File: src/rtl/gray2bin_arbiter.sv
// gray2bin_arbiter: round-robin arbiter that feeds one shared gray2bin
// converter and returns the binary result on a valid/ready port, tagged with
// the requester index.
//
// Build option: define GRAY2BIN_ARB_FIXED_PRIO_EN for fixed priority (lowest
// index wins). Ports and timing are identical in both builds.

// Combinational Gray-to-binary converter. Each binary bit is the XOR of all
// Gray bits at or above it.
module gray2bin #(
   parameter int WIDTH = 32
) (
   input  logic [WIDTH-1:0] gray,
   output logic [WIDTH-1:0] binary
);

   genvar b;
   generate
      for (b = 0; b < WIDTH; b++) begin : g_bit
         assign binary[b] = ^gray[WIDTH-1:b];
      end
   endgenerate

endmodule

module gray2bin_arbiter #(
   parameter int NUM_REQ    = 4,
   parameter int DATA_WIDTH = 32,
   parameter int IDX_WIDTH  = 2
) (
   input  logic                          clk,
   input  logic                          rst_n,
   input  logic [NUM_REQ-1:0]            req_valid,
   input  logic [NUM_REQ*DATA_WIDTH-1:0] req_gray,
   output logic [NUM_REQ-1:0]            req_ready,
   output logic                          out_valid,
   output logic [DATA_WIDTH-1:0]         out_binary,
   output logic [IDX_WIDTH-1:0]          out_src,
   input  logic                          out_ready
);

   typedef enum logic [1:0] {
      IDLE    = 2'd0,
      CONVERT = 2'd1,
      HOLD    = 2'd2
   } state_t;

   state_t                             state;
   logic [IDX_WIDTH-1:0]               rr_ptr;
   logic [DATA_WIDTH-1:0]              cap_gray;
   logic [IDX_WIDTH-1:0]               cap_idx;
   logic [DATA_WIDTH-1:0]              conv_bin;
   logic [NUM_REQ-1:0][DATA_WIDTH-1:0] gray_w;
   logic                               found;
   logic [IDX_WIDTH-1:0]               win;
   logic [IDX_WIDTH-1:0]               last_idx;

   assign gray_w   = req_gray;
   assign last_idx = IDX_WIDTH'(NUM_REQ - 1);

   // Winner search: first valid requester starting at rr_ptr, wrapping.
   // In the fixed-priority build rr_ptr stays 0, so this is lowest-index-wins.
   always_comb begin
      int idx;
      found = 1'b0;
      win   = '0;
      idx   = 0;
      for (int k = 0; k < NUM_REQ; k++) begin
         idx = int'(rr_ptr) + k;
         if (idx >= NUM_REQ) idx = idx - NUM_REQ;
         if (!found && req_valid[idx]) begin
            found = 1'b1;
            win   = IDX_WIDTH'(idx);
         end
      end
   end

   // One-hot accept strobe, only offered while idle and out of reset.
   always_comb begin
      req_ready = '0;
      if (rst_n && state == IDLE && found) req_ready[win] = 1'b1;
   end

   gray2bin #(.WIDTH(DATA_WIDTH)) u_conv (
      .gray   (cap_gray),
      .binary (conv_bin)
   );

   // Sequencer: accept in IDLE, register converter output in CONVERT,
   // hold the result in HOLD until downstream takes it.
   always_ff @(posedge clk) begin
      if (!rst_n) begin
         state      <= IDLE;
         rr_ptr     <= '0;
         cap_gray   <= '0;
         cap_idx    <= '0;
         out_valid  <= 1'b0;
         out_binary <= '0;
         out_src    <= '0;
      end else begin
         case (state)
            IDLE: begin
               if (found) begin
                  cap_gray <= gray_w[win];
                  cap_idx  <= win;
`ifdef GRAY2BIN_ARB_FIXED_PRIO_EN
                  rr_ptr   <= '0;
`else
                  rr_ptr   <= (win == last_idx) ? '0 : win + 1'b1;
`endif
                  state    <= CONVERT;
               end
            end
            CONVERT: begin
               out_binary <= conv_bin;
               out_src    <= cap_idx;
               out_valid  <= 1'b1;
               state      <= HOLD;
            end
            HOLD: begin
               if (out_ready) begin
                  out_valid <= 1'b0;
                  state     <= IDLE;
               end
            end
            default: begin
               out_valid <= 1'b0;
               state     <= IDLE;
            end
         endcase
      end
   end

endmodule

File: config.mk
export PLATFORM = sky130hd
export DESIGN_NAME = gray2bin_arbiter
export DESIGN_NICKNAME = d
export VERILOG_FILES = /design/src/rtl/gray2bin_arbiter.sv
export SDC_FILE = /design/constraint.sdc
export NUM_CORES = 1
export LEC_CHECK = 0
export ABC_AREA = 1
export ABC_CLOCK_PERIOD_IN_PS = 5100
export CAP_MARGIN = 20
export CORE_MARGIN = 1.5
export CORE_UTILIZATION = 45
export CTS_CLUSTER_DIAMETER = 120
export CTS_CLUSTER_SIZE = 20
export DETAILED_ROUTE_END_ITERATION = 6
export HOLD_SLACK_MARGIN = 0.12
export PLACE_DENSITY = 0.86
export SLEW_MARGIN = 10
export SYNTH_ARGS = -nofsm -noshare
export SYNTH_HDL_FRONTEND = slang
export SYNTH_SLANG_ARGS = --single-unit
export TNS_END_PERCENT = 10
File: constraint.sdc
create_clock -name clk -period 5.1 [get_ports clk]
set_input_delay 1.02 -clock clk [delete_from_list [all_inputs] [get_ports clk]]
set_output_delay 1.02 -clock clk [all_outputs]
set_load 0.02 [all_outputs]
==> impl_metrics.csv <==
group,metric,value,unit
floorplan,placement_rows,43,
setup_path,critical_path.max_fanout,34,
yosys,syn_std_cell_area,0.00640,mm²
timing,rsz0062_at_grt,"no",
final_layout,layout-drive-gt1-share,2.78,%
global_route,global_route_wire_length_before_repair,28.0,mm
global_route,grt_max_degree,68,
clocking,htreeDepth,3,
clocking,post_cts_hold_buffer_count,0,
setup_path,critical_path_arrival,3.52,ns
setup_path,worstReg2RegStart,"rr_ptr[0]",
yosys,largest_family_of_logic_cells_by_synthesized_area,"simple AND/OR/NAND/NOR gates",
routing,initialDrtViolationCount,472,
routing,drt-wirelength-per-cell,11.5,µm
power_and_ir_drop,total_leakage_power,4.57,nW
routing,routed_wl,16.9,mm
clocking,post_cts.resized_instances,0,
floorplan,ioPinCount,174,
yosys,syn-mean-instance-area,5.45,µm²
run_status,outcome,"complete, no violations",
timing,timing.final.crit_period,4.54,ns
setup_path,path_class,"in2out",
floorplan,die-height,122,µm
setup_path,register_to_register_path_setup_slack,2.27,ns
setup_path,crit-reg2reg-capture,"cap_gray[29]",
clocking,worstSkewPairLatency,0.33,ns
global_route,grt_pass1_vias,6296,
clocking,clk_transition_reported_paths,0.06,ns
routing,vias,7159,
timing,timing_hold_violations_final,0,
clocking,cts_root_buffer,"clkbuf_16",
clocking,cts_setup_buffers,0,
placed_design,gp_congestion,0.861,
clocking,clock-sinks,73,
power_and_ir_drop,cellPowerDensity,729,mW/mm²
final_layout,layout.cells.most_common_list,"nand2_1, clkdlybuf4s50_1, nand3_1",
clocking,clock_path_buffers,2,
yosys,synth_adder_area_share,0.391,%
routing,remaining_routing_drc_violations,0,
timing,worst_pin_slew,1.07,ns
final_layout,layout_commonest_cell,"nand2_1",
timing,worst_slew_margin_rel,28.8,%
placed_design,placement.io_buffers,173,
setup_path,r2r.worst_path.cells,12,
placed_design,detailed_place_hpwl,13.0,mm
timing,fmaxAchievable,220,MHz
yosys,synth_warn,0,
floorplan,core_area,0.0139,mm²
worst_hold_path,hold_class,"reg2reg",
timing,final-max-slew-violation-count,0,
yosys,synth_xor_xnor_area_share,10.8,%
routing,viasPerCell,4.85,
yosys,multiplexer_share_of_the_synthesized_area,0,%
yosys,seq_area_frac_synth,22.8,%
global_route,global_route.usage.total,22.9,%
timing,tns,0,ns
timing,post_route_clock_period_utilization,89.0,%
clocking,cts_tree,"yes",
yosys,synth_compound_gate_area_share,3.44,%
timing,report.final.setup_viol,0,
timing,finalClockSkew,0.00841,ns
yosys,post_synth_and_or_nand_nor_area_fraction,49.1,%
setup_path,setup.worst_path.start,"req_valid[1]",
floorplan,dieArea,0.0149,mm²
routing,dr.pass1.iters,5,
timing,fin_worst_hold_slack,0.488,ns
setup_path,worst_ep_required_time,4.08,ns
global_route,antenna_found_initial,0,
yosys,synth_enable_flop_cells,0,
floorplan,floorplan.initialDensity,46.1,%
global_route,grt_remaining_overflow,0,
flow_run,maxCapViolations,0,
floorplan,die-width,122,µm
yosys,postSynth.asyncResetShare,0,%
yosys,post_synth_inst_count,1173,
final_layout,antenna_cells_inserted,0,
yosys,postSynth.topFlopCell,"dfxtp_1",
setup_path,worst_setup_path_endpoint,"req_ready[3]",
yosys,mapped_nets,1310,
final_layout,synthToLayoutAreaGrowth,30.4,%
routing,route.antenna.remaining_nets,0,
setup_path,crit_path_end_kind,"output pin",
clocking,numCtsBuffers,9,
yosys,synth.ff_latch_count,73,
yosys,netlist-cell-type-count,28,
setup_path,timing.critical_path.from_type,"primary input",
power_and_ir_drop,vdd_drop_max,0.324,mV
final_layout,final_stage_net_count,1430,
worst_hold_path,min_path_cells,2,
[cell type report]
type | instances | area, µm²
Tap cell | 180 | 225
Timing Repair Buffer | 180 | 1780
Inverter | 132 | 498
Clock buffer | 11 | 243
Fill cell | 1342 | 5540
Clock inverter | 4 | 52.6
Sequential cell | 73 | 1460
Multi-Input combinational cell | 897 | 4090
[power by group]
part           switching, W  internal [W]  leakage (nW)  total (W)
Combinational       0.00285       0.00158          3.82    0.00443
Sequential         0.000235      0.000791         0.602    0.00103
Clock              0.000240      0.000391         0.146   0.000632
[flip-flops by register name, indices dropped and copies added, names as in the netlist]
name and count:
cap_idx 2, rr_ptr 2, out_src 2, out_binary 32, state 2, out_valid 1
cap_gray 32
[worst min path at each step]
stage	from	end	slack [ns]
final	cap_idx[1]	cap_idx[1]	0.49
after global routing	cap_idx[1]	cap_idx[1]	0.52
after CTS	cap_idx[1]	cap_idx[1]	0.49
after detailed placement	cap_idx[1]	cap_idx[1]	0.48
after global placement	cap_idx[1]	cap_idx[1]	0.47
after floorplan	cap_idx[1]	cap_idx[1]	0.44
[per-stage QoR]
step                      cell area [µm²]  cells  worst slack, ns  utilization (%)  total power (W)
final                                8340   1477            0.561             60.1          0.00608
after global placement               8050   1462            0.648             58.0          0.00530
after floorplan                      6400   1173             1.66                -          0.00444
after CTS                            8340   1477            0.565             60.1          0.00607
after global routing                 8340   1477            0.344             60.1          0.00674
after detailed placement             8050   1462            0.568             58.0          0.00541
[logic make-up after synthesis]
family	count (synthesis)
AO/OA/AOI/OAI	39
adder cells (fa/ha/maj)	2
XOR/XNOR	79
flip-flops	73
AND/OR/NAND/NOR	777
buffers and inverters	203
[cells in the mapped netlist, types with 2 or more instances]
library cell	count	area share, %
nor2_1	49	2.9
clkbuf_1	30	1.8
nand4_1	2	0.20
buf_4	2	0.23
a21oi_1	14	1.1
xor2_1	36	4.9
o21ai_0	14	1.1
nand3b_1	2	0.23
o211ai_1	10	1.2
nand3_1	136	11
nand2_1	576	34
buf_6	7	1.2
nand2_2	6	0.59
ha_1	2	0.39
inv_1	128	7.5
nor3_1	2	0.16
buf_2	28	2.2
inv_2	2	0.12
buf_1	4	0.23
dfxtp_1	73	23
xnor2_1	43	5.9
[worst max-delay path: stages]
cell	delay [ns]
clkdlybuf4s50_1	0.41
inv_1	0.08
nand2_1	0.08
nand3_1	0.15
nand2_2	0.08
nor2_1	0.16
nand3_1	0.11
nand2_2	0.10
nand2_4	0.10
inv_4	0.29
ha_1	0.22
inv_1	0.04
nor2_1	0.09
clkdlybuf4s50_1	0.60
[routing by layer]
metal	global-route usage [%]	part of all wire, %	up-vias
met5	0	0	-
met4	8.07	2.2	0
met3	3.11	5.3	33
met2	37.2	44	234
met1	31.0	48	3118
li1	-	-	3774
(Power assumes the default switching activity.)
